<file path="src/rtl/nx_mesh_trigger_ctrl.sv">
// Global trigger sequencer for the node mesh: waits for all-column idle, issues
// one-cycle triggers, masks the registered idle flags while they settle, counts cycles.
module nx_mesh_trigger_ctrl #(
  parameter int COLUMNS = 3,
  parameter int CYCLE_W = 32,
  parameter int SETTLE  = 2
) (
  input  logic               i_clk,
  input  logic               i_rst,
  input  logic               i_start,
  input  logic               i_stop,
  input  logic [CYCLE_W-1:0] i_cycle_limit,
  input  logic [COLUMNS-1:0] i_mesh_idle,
  output logic [COLUMNS-1:0] o_mesh_trigger,
  output logic               o_active,
  output logic [CYCLE_W-1:0] o_cycle,
  output logic               o_done
);

  localparam int SW = (SETTLE > 1) ? $clog2(SETTLE) : 1;

  typedef enum logic [1:0] {
    ST_STOPPED,
    ST_WAIT_IDLE,
    ST_TRIGGER,
    ST_SETTLE
  } state_t;

  state_t             state;
  logic [CYCLE_W-1:0] limit_q;
  logic               stop_pending;
  logic [SW-1:0]      settle_cnt;

  logic all_idle;
  logic limit_hit;

  assign all_idle  = &i_mesh_idle;
  // A zero limit means unbounded, so the counter may wrap without ending the run.
  assign limit_hit = (limit_q != '0) && (o_cycle == limit_q);

  // NOTE: non-blocking assignments throughout, so every register sees pre-edge values.
  always_ff @(posedge i_clk or posedge i_rst) begin
    if (i_rst) begin
      state          <= ST_STOPPED;
      limit_q        <= '0;
      stop_pending   <= 1'b0;
      settle_cnt     <= '0;
      o_mesh_trigger <= '0;
      o_active       <= 1'b0;
      o_cycle        <= '0;
      o_done         <= 1'b0;
    end else begin
      o_mesh_trigger <= '0;
      o_done         <= 1'b0;

      if (state != ST_STOPPED && i_stop) begin
        stop_pending <= 1'b1;
      end

      case (state)
        ST_STOPPED: begin
          if (i_start) begin
            limit_q      <= i_cycle_limit;
            o_cycle      <= '0;
            stop_pending <= 1'b0;
            o_active     <= 1'b1;
            state        <= ST_WAIT_IDLE;
          end
        end

        ST_WAIT_IDLE: begin
          // A stop arriving in this very cycle still beats a pending trigger.
          if (stop_pending || i_stop || limit_hit) begin
            o_active <= 1'b0;
            o_done   <= 1'b1;
            state    <= ST_STOPPED;
          end else if (all_idle) begin
            o_mesh_trigger <= '1;
            state          <= ST_TRIGGER;
          end
        end

        ST_TRIGGER: begin
          o_cycle    <= o_cycle + CYCLE_W'(1);
          settle_cnt <= SW'(SETTLE - 1);
          state      <= ST_SETTLE;
        end

        ST_SETTLE: begin
          if (settle_cnt == '0) begin
            state <= ST_WAIT_IDLE;
          end else begin
            settle_cnt <= settle_cnt - SW'(1);
          end
        end

        default: state <= ST_STOPPED;
      endcase
    end
  end

endmodule
</file>
<file path="config.mk">
export PLATFORM = sky130hd
export DESIGN_NAME = nx_mesh_trigger_ctrl
export DESIGN_NICKNAME = d
export VERILOG_FILES = /design/src/rtl/nx_mesh_trigger_ctrl.sv
export SDC_FILE = /design/constraint.sdc
export NUM_CORES = 1
export LEC_CHECK = 0
export CORE_MARGIN = 4
export CORE_UTILIZATION = 30
export CTS_BUF_LIST = sky130_fd_sc_hd__clkbuf_8
export CTS_CLUSTER_SIZE = 16
export DETAILED_ROUTE_END_ITERATION = 8
export GPL_ROUTABILITY_DRIVEN = 0
export SKIP_CTS_REPAIR_TIMING = 1
export SLEW_MARGIN = 30
export SYNTH_ARGS = -nofsm -noshare
export SYNTH_HDL_FRONTEND = slang
export SYNTH_SLANG_ARGS = --single-unit
</file>
<file path="constraint.sdc">
create_clock -name i_clk -period 2.2 [get_ports i_clk]
set_input_delay 0.44 -clock i_clk [delete_from_list [all_inputs] [get_ports i_clk]]
set_output_delay 0.44 -clock i_clk [all_outputs]
set_load 0.005 [all_outputs]
</file>
# == Word level (Yosys, flattened, before mapping) ==
# Cells that the tools add are included.
# classes
add_sub_neg,2
n_eq_ne,8
muxes,20
n_reduce_logical,15
# ops
op,n
32-bit case mux with 2 select lines,1
32-bit by 1-bit adder with 32-bit output (second input constant),1
32-bit equality test,1
32-bit two-way mux,1
32-bit nonzero test,1
3-bit two-way mux,3
3-bit AND reduction,3
1-bit two-way mux,8
2-bit two-way mux,4
2-bit case mux with 4 select lines,1
2-bit nonzero test,4
2-bit inequality test (second input constant),3
2-bit equality test (second input constant),2
1-bit case mux with 2 select lines,2
2-bit AND reduction,2
3-bit inequality test (second input constant),1
2-bit by 1-bit equality test with 1-bit output (second input constant),1
1-bit logical AND,2
2-bit zero test,1
1-bit logical OR,2
1-bit subtractor (second input constant),1
# totals
reg_bits,73
out_inout_bits,37
wordCells,53

# == Logic depth before layout (Yosys ltp) ==
# depth
depth_word,5
mapped_depth,10
mapped_depth_nobuf,8

# == Least setup slack after synthesis ==
# OpenSTA, ideal clock, no wires.
# synth_path
kind,register -> register
start,register state[0]
end,register o_cycle[23]
setup_time_ns,0.132
t_arrival_ns,2.026
required_ns,2.068
slack_ns,0.042
path_stages_with_launch,11
n_path_buf,2
period_less_slack_ns,2.158
cell_sequence,dfrtp_1 inv_1 ha_1 buf_2 mux2i_2 nor4_4 and3_1 buf_2 and4_1 xnor2_1 nor2_1
# synth_between
elab_chain_len,3
elab_cells_between_ends,6
# synth_lines
element,line_no,text
"start, declared",29,state_t state;
"start signal, assigned",44,state <= ST_STOPPED;
"start signal, assigned",67,state <= ST_WAIT_IDLE;
"start signal, assigned",76,state <= ST_STOPPED;
2-bit equality test or 2-bit zero test (tied branches),60,case (state)
2-bit nonzero test (no line) or 2-bit inequality test (tied branches),n/a,
2-bit AND reduction (no line),n/a,
"end signal, assigned",84,o_cycle <= o_cycle + CYCLE_W'(1);
"end, declared",16,"output logic [CYCLE_W-1:0] o_cycle,"
# Several ways; a longest one is shown, not always the timed one.
# A chain may end at the register's enable or synchronous reset.

# == Worst setup path in the final report ==
# layout_path
start,register limit_q[29]
end,register o_active
# layout_between
elab_chain_len,5
elab_cells_between_ends,6
# layout_lines
element,line_no,text
"start, declared",30,logic [CYCLE_W-1:0] limit_q;
"start signal, assigned",63,limit_q <= i_cycle_limit;
32-bit equality test or 32-bit nonzero test (tied branches),39,assign limit_hit = (limit_q != '0) && (o_cycle == limit_q);
1-bit logical AND *,39,
1-bit logical OR *,73,if (stop_pending || i_stop || limit_hit) begin
2-bit inequality test (no line) *,n/a,
3-bit AND reduction (no line) *,n/a,
"end signal, assigned",49,o_active <= 1'b0;
"end signal, assigned",66,o_active <= 1'b1;
"end signal, assigned",74,o_active <= 1'b0;
"end, declared",15,"output logic o_active,"
# Mark *: on every way between the ends. The rest lies on a longest branch, timed or not.

==> impl_metrics.env <==
export IMPL_status="complete, no violations"
export IMPL_cts_root_buf="clkbuf_8"
export IMPL_grt_use_total=0.1422
export IMPL_synth_avg_cell_area_um2=10.85
export IMPL_hold_class="flip-flop to flip-flop"
export IMPL_portBuffers=75
export IMPL_antenna_cells=0
export IMPL_cts_made_buffers=9
export IMPL_crit_path_start_kind="flip-flop"
export IMPL_relSlewSlack=0.6360
export IMPL_cp_end_kind="flip-flop"
export IMPL_required_ns=2.42
export IMPL_insertion_delay_ns=0.34
export IMPL_critical_path_max_fanout=2
export IMPL_placed_area_um2=4811
export IMPL_synth_area_leader_cell="dfrtp_1"
export IMPL_min_path_cells=2
export IMPL_final_area_um2=5070
export IMPL_hp_start="stop_pending"
export IMPL_synth_seq_area_share=0.4932
export IMPL_ys_ff_latch=71
export IMPL_core_um2=11560
export IMPL_max_vdd_ir_drop_mv=0.4765
export IMPL_htreeDepth=3
export IMPL_ys_warn_count=0
export IMPL_yosysUniqueCellTypes=35
export IMPL_syn2layout_area_growth_pct=40.74
export IMPL_hold_path_end="stop_pending"
export IMPL_max_slew_worst_pin_slew_ns=0.5410
export IMPL_die_area_um2=13830
export IMPL_wirelength_mm=9.599
export IMPL_finalMaxSlewViolations=0
export IMPL_pre_cts_slack_ns=-0.06730
export IMPL_vias=2885
export IMPL_powerDensity_nw_per_um2=931.2
export IMPL_stdcell_count=593
export IMPL_die_w_um=117.6
export IMPL_layout_nets=491
export IMPL_yosys_top_cells_area="dfrtp_1, mux2_2, xor2_1"
export IMPL_grt_overflow=0
export IMPL_rsz0062_at_grt="false"
export IMPL_fin_crit_sh=0.9592
export IMPL_grt_pass1_vias=2944
export IMPL_rows=39
export IMPL_worst_slack_ns=0.08978
export IMPL_finalClockSkew_ns=0.01014
export IMPL_dp_hpwl_mm=7.375
export IMPL_start_util=0.3115
export IMPL_setup_viol_count_final=0
export IMPL_avgRoutedWirePerCell_um=16.19
export IMPL_cellLeakagePower_uw=0.002170
export IMPL_syn_nets=377
export IMPL_place_inst=577
export IMPL_synth_area_um2=3602
export IMPL_period_needed_ns=2.110
export IMPL_viasPerCell=4.865
export IMPL_antenna_found_initial=0
export IMPL_dr_pass1_iters=4
export IMPL_drcViolationCount=0
export IMPL_cap_viol_max_count=0
export IMPL_yosys_area_top_type_share=0.4932
export IMPL_critPathArrivalTime_ns=2.33
export IMPL_hold_viol_final=0
export IMPL_final_antenna_net_count=0
export IMPL_grt_pass1_wl_mm=15.81
export IMPL_clock_sinks=71
export IMPL_drtIter0Drc=107
export IMPL_reg2reg_depth=7
export IMPL_rrSetupSlack_ns=0.09
export IMPL_clk_path_buf_depth=2
export IMPL_tritoncts="built"
export IMPL_grt_max_degree=72
export IMPL_fmax_mhz=473.9
export IMPL_syn_inst=332
export IMPL_die_height_um=117.6
export IMPL_clkTransAtPathRegs_ns=0.08
export IMPL_rr_startpoint="limit_q[29]"
export IMPL_crit_type="flip-flop to flip-flop"
export IMPL_ios=76
export IMPL_drive_gt1_frac=0.2244
export IMPL_timing_rr_end="o_active"
-- placed cells by master (no fill, tap or decap), types with 4 or more instances in the layout --
cell type	instances
a21oi_1	5
dfrtp_1	71
xnor2_1	22
mux2_2	32
clkdlybuf4s50_1	75
xnor2_2	4
xor2_1	28
o21ai_0	8
inv_1	7
nor2_1	39
nor3_1	4
ha_1	6
nand4_1	14
or3_1	5
nor4_1	12
nand3_1	11
buf_4	38
nand2_1	22
clkbuf_8	9
-- worst max path at each step --
stage | startpoint | to | slack (ns)
finish | limit_q[29] | o_active | 0.09
global route | limit_q[10] | state[0] | 0.004
floorplan | state[0] | o_cycle[23] | 0.04
global placement | o_cycle[10] | o_active | -0.03
CTS | o_cycle[10] | o_active | -0.06
detailed placement | i_start | o_cycle[22] | -0.07
-- power by group --
group          switching (uW)  internal, uW
Sequential                385          1680
Clock                     494           630
Combinational             647           888
Total                    1530          3190
-- stage by stage --
stage / utilization / hold WS, ns / TNS [ns] / power [uW]
after floorplan: - / 0.4505 / 0 / 2965
after global placement: 0.4160 / 0.4655 / -0.07936 / 3530
after detailed placement: 0.4160 / 0.4726 / -0.1751 / 3590
after CTS: 0.4342 / 0.4905 / -0.07165 / 4720
after global routing: 0.4384 / 0.5216 / 0 / 5025
final: 0.4384 / 0.4862 / 0 / 4721
-- Yosys cell counts --
cell	count
clkbuf_1	6
nand2b_1	1
nand3_2	1
o21ai_0	8
a21o_1	2
mux2i_2	1
inv_1	8
a32o_1	1
nand3_1	11
nor2_1	39
or3_1	5
buf_4	2
nand2_1	22
nor3b_1	1
xor2_1	28
a21boi_2	1
xnor2_1	26
nor4_1	13
o31ai_1	3
o311a_1	1
a32oi_1	1
or3b_2	1
and3_1	4
mux2i_1	2
a21oi_1	5
nor3_1	4
and4_1	3
a22o_1	2
nand4_1	14
mux2_2	32
buf_2	4
clkbuf_2	1
nor4_4	2
dfrtp_1	71
ha_1	6
-- routing by layer --
layer | vias to the layer above | routed length [um] | track usage
met5 | - | 0 | 0
met2 | 82 | 4433 | 0.2243
met1 | 1402 | 4608 | 0.1968
met4 | 0 | 164 | 0.04469
met3 | 9 | 393 | 0.02883
li1 | 1392 | - | -
-- flip-flops by register name, indices dropped and copies added, names as in the netlist --
signal / count
limit_q: 32
o_active: 1
o_cycle: 32
o_done: 1
o_mesh_trigger: 1
settle_cnt: 1
state: 2
stop_pending: 1
-- cells by family after synthesis --
kind of cell             Yosys count  synth area share
AND/OR/NAND/NOR                  121            0.1751
flip-flops                        71            0.4932
XOR/XNOR                          54            0.1313
multiplexers                      35            0.1094
AO/OA/AOI/OAI                     24           0.04446
buffers and inverters             21           0.02570
adder cells (fa/ha/maj)            6           0.02084
-- critical path, cell delays in order (launching register included) --
cell,delay (ns)
dfrtp_1,0.44
xnor2_2,0.17
nand4_1,0.18
nor4_2,0.31
buf_4,0.16
or3b_2,0.48
a21boi_2,0.17
a21oi_1,0.08
-- cell type report --
cell class | count | area [um2]
Timing Repair Buffer | 116 | 1096
Clock inverter | 6 | 86.33
Inverter | 8 | 33.78
Fill cell | 1108 | 6495
Multi-Input combinational cell | 240 | 1774
Clock buffer | 9 | 123.9
Tap cell | 143 | 178.9
Sequential cell | 71 | 1777
Power figures use the tool's default switching activity.
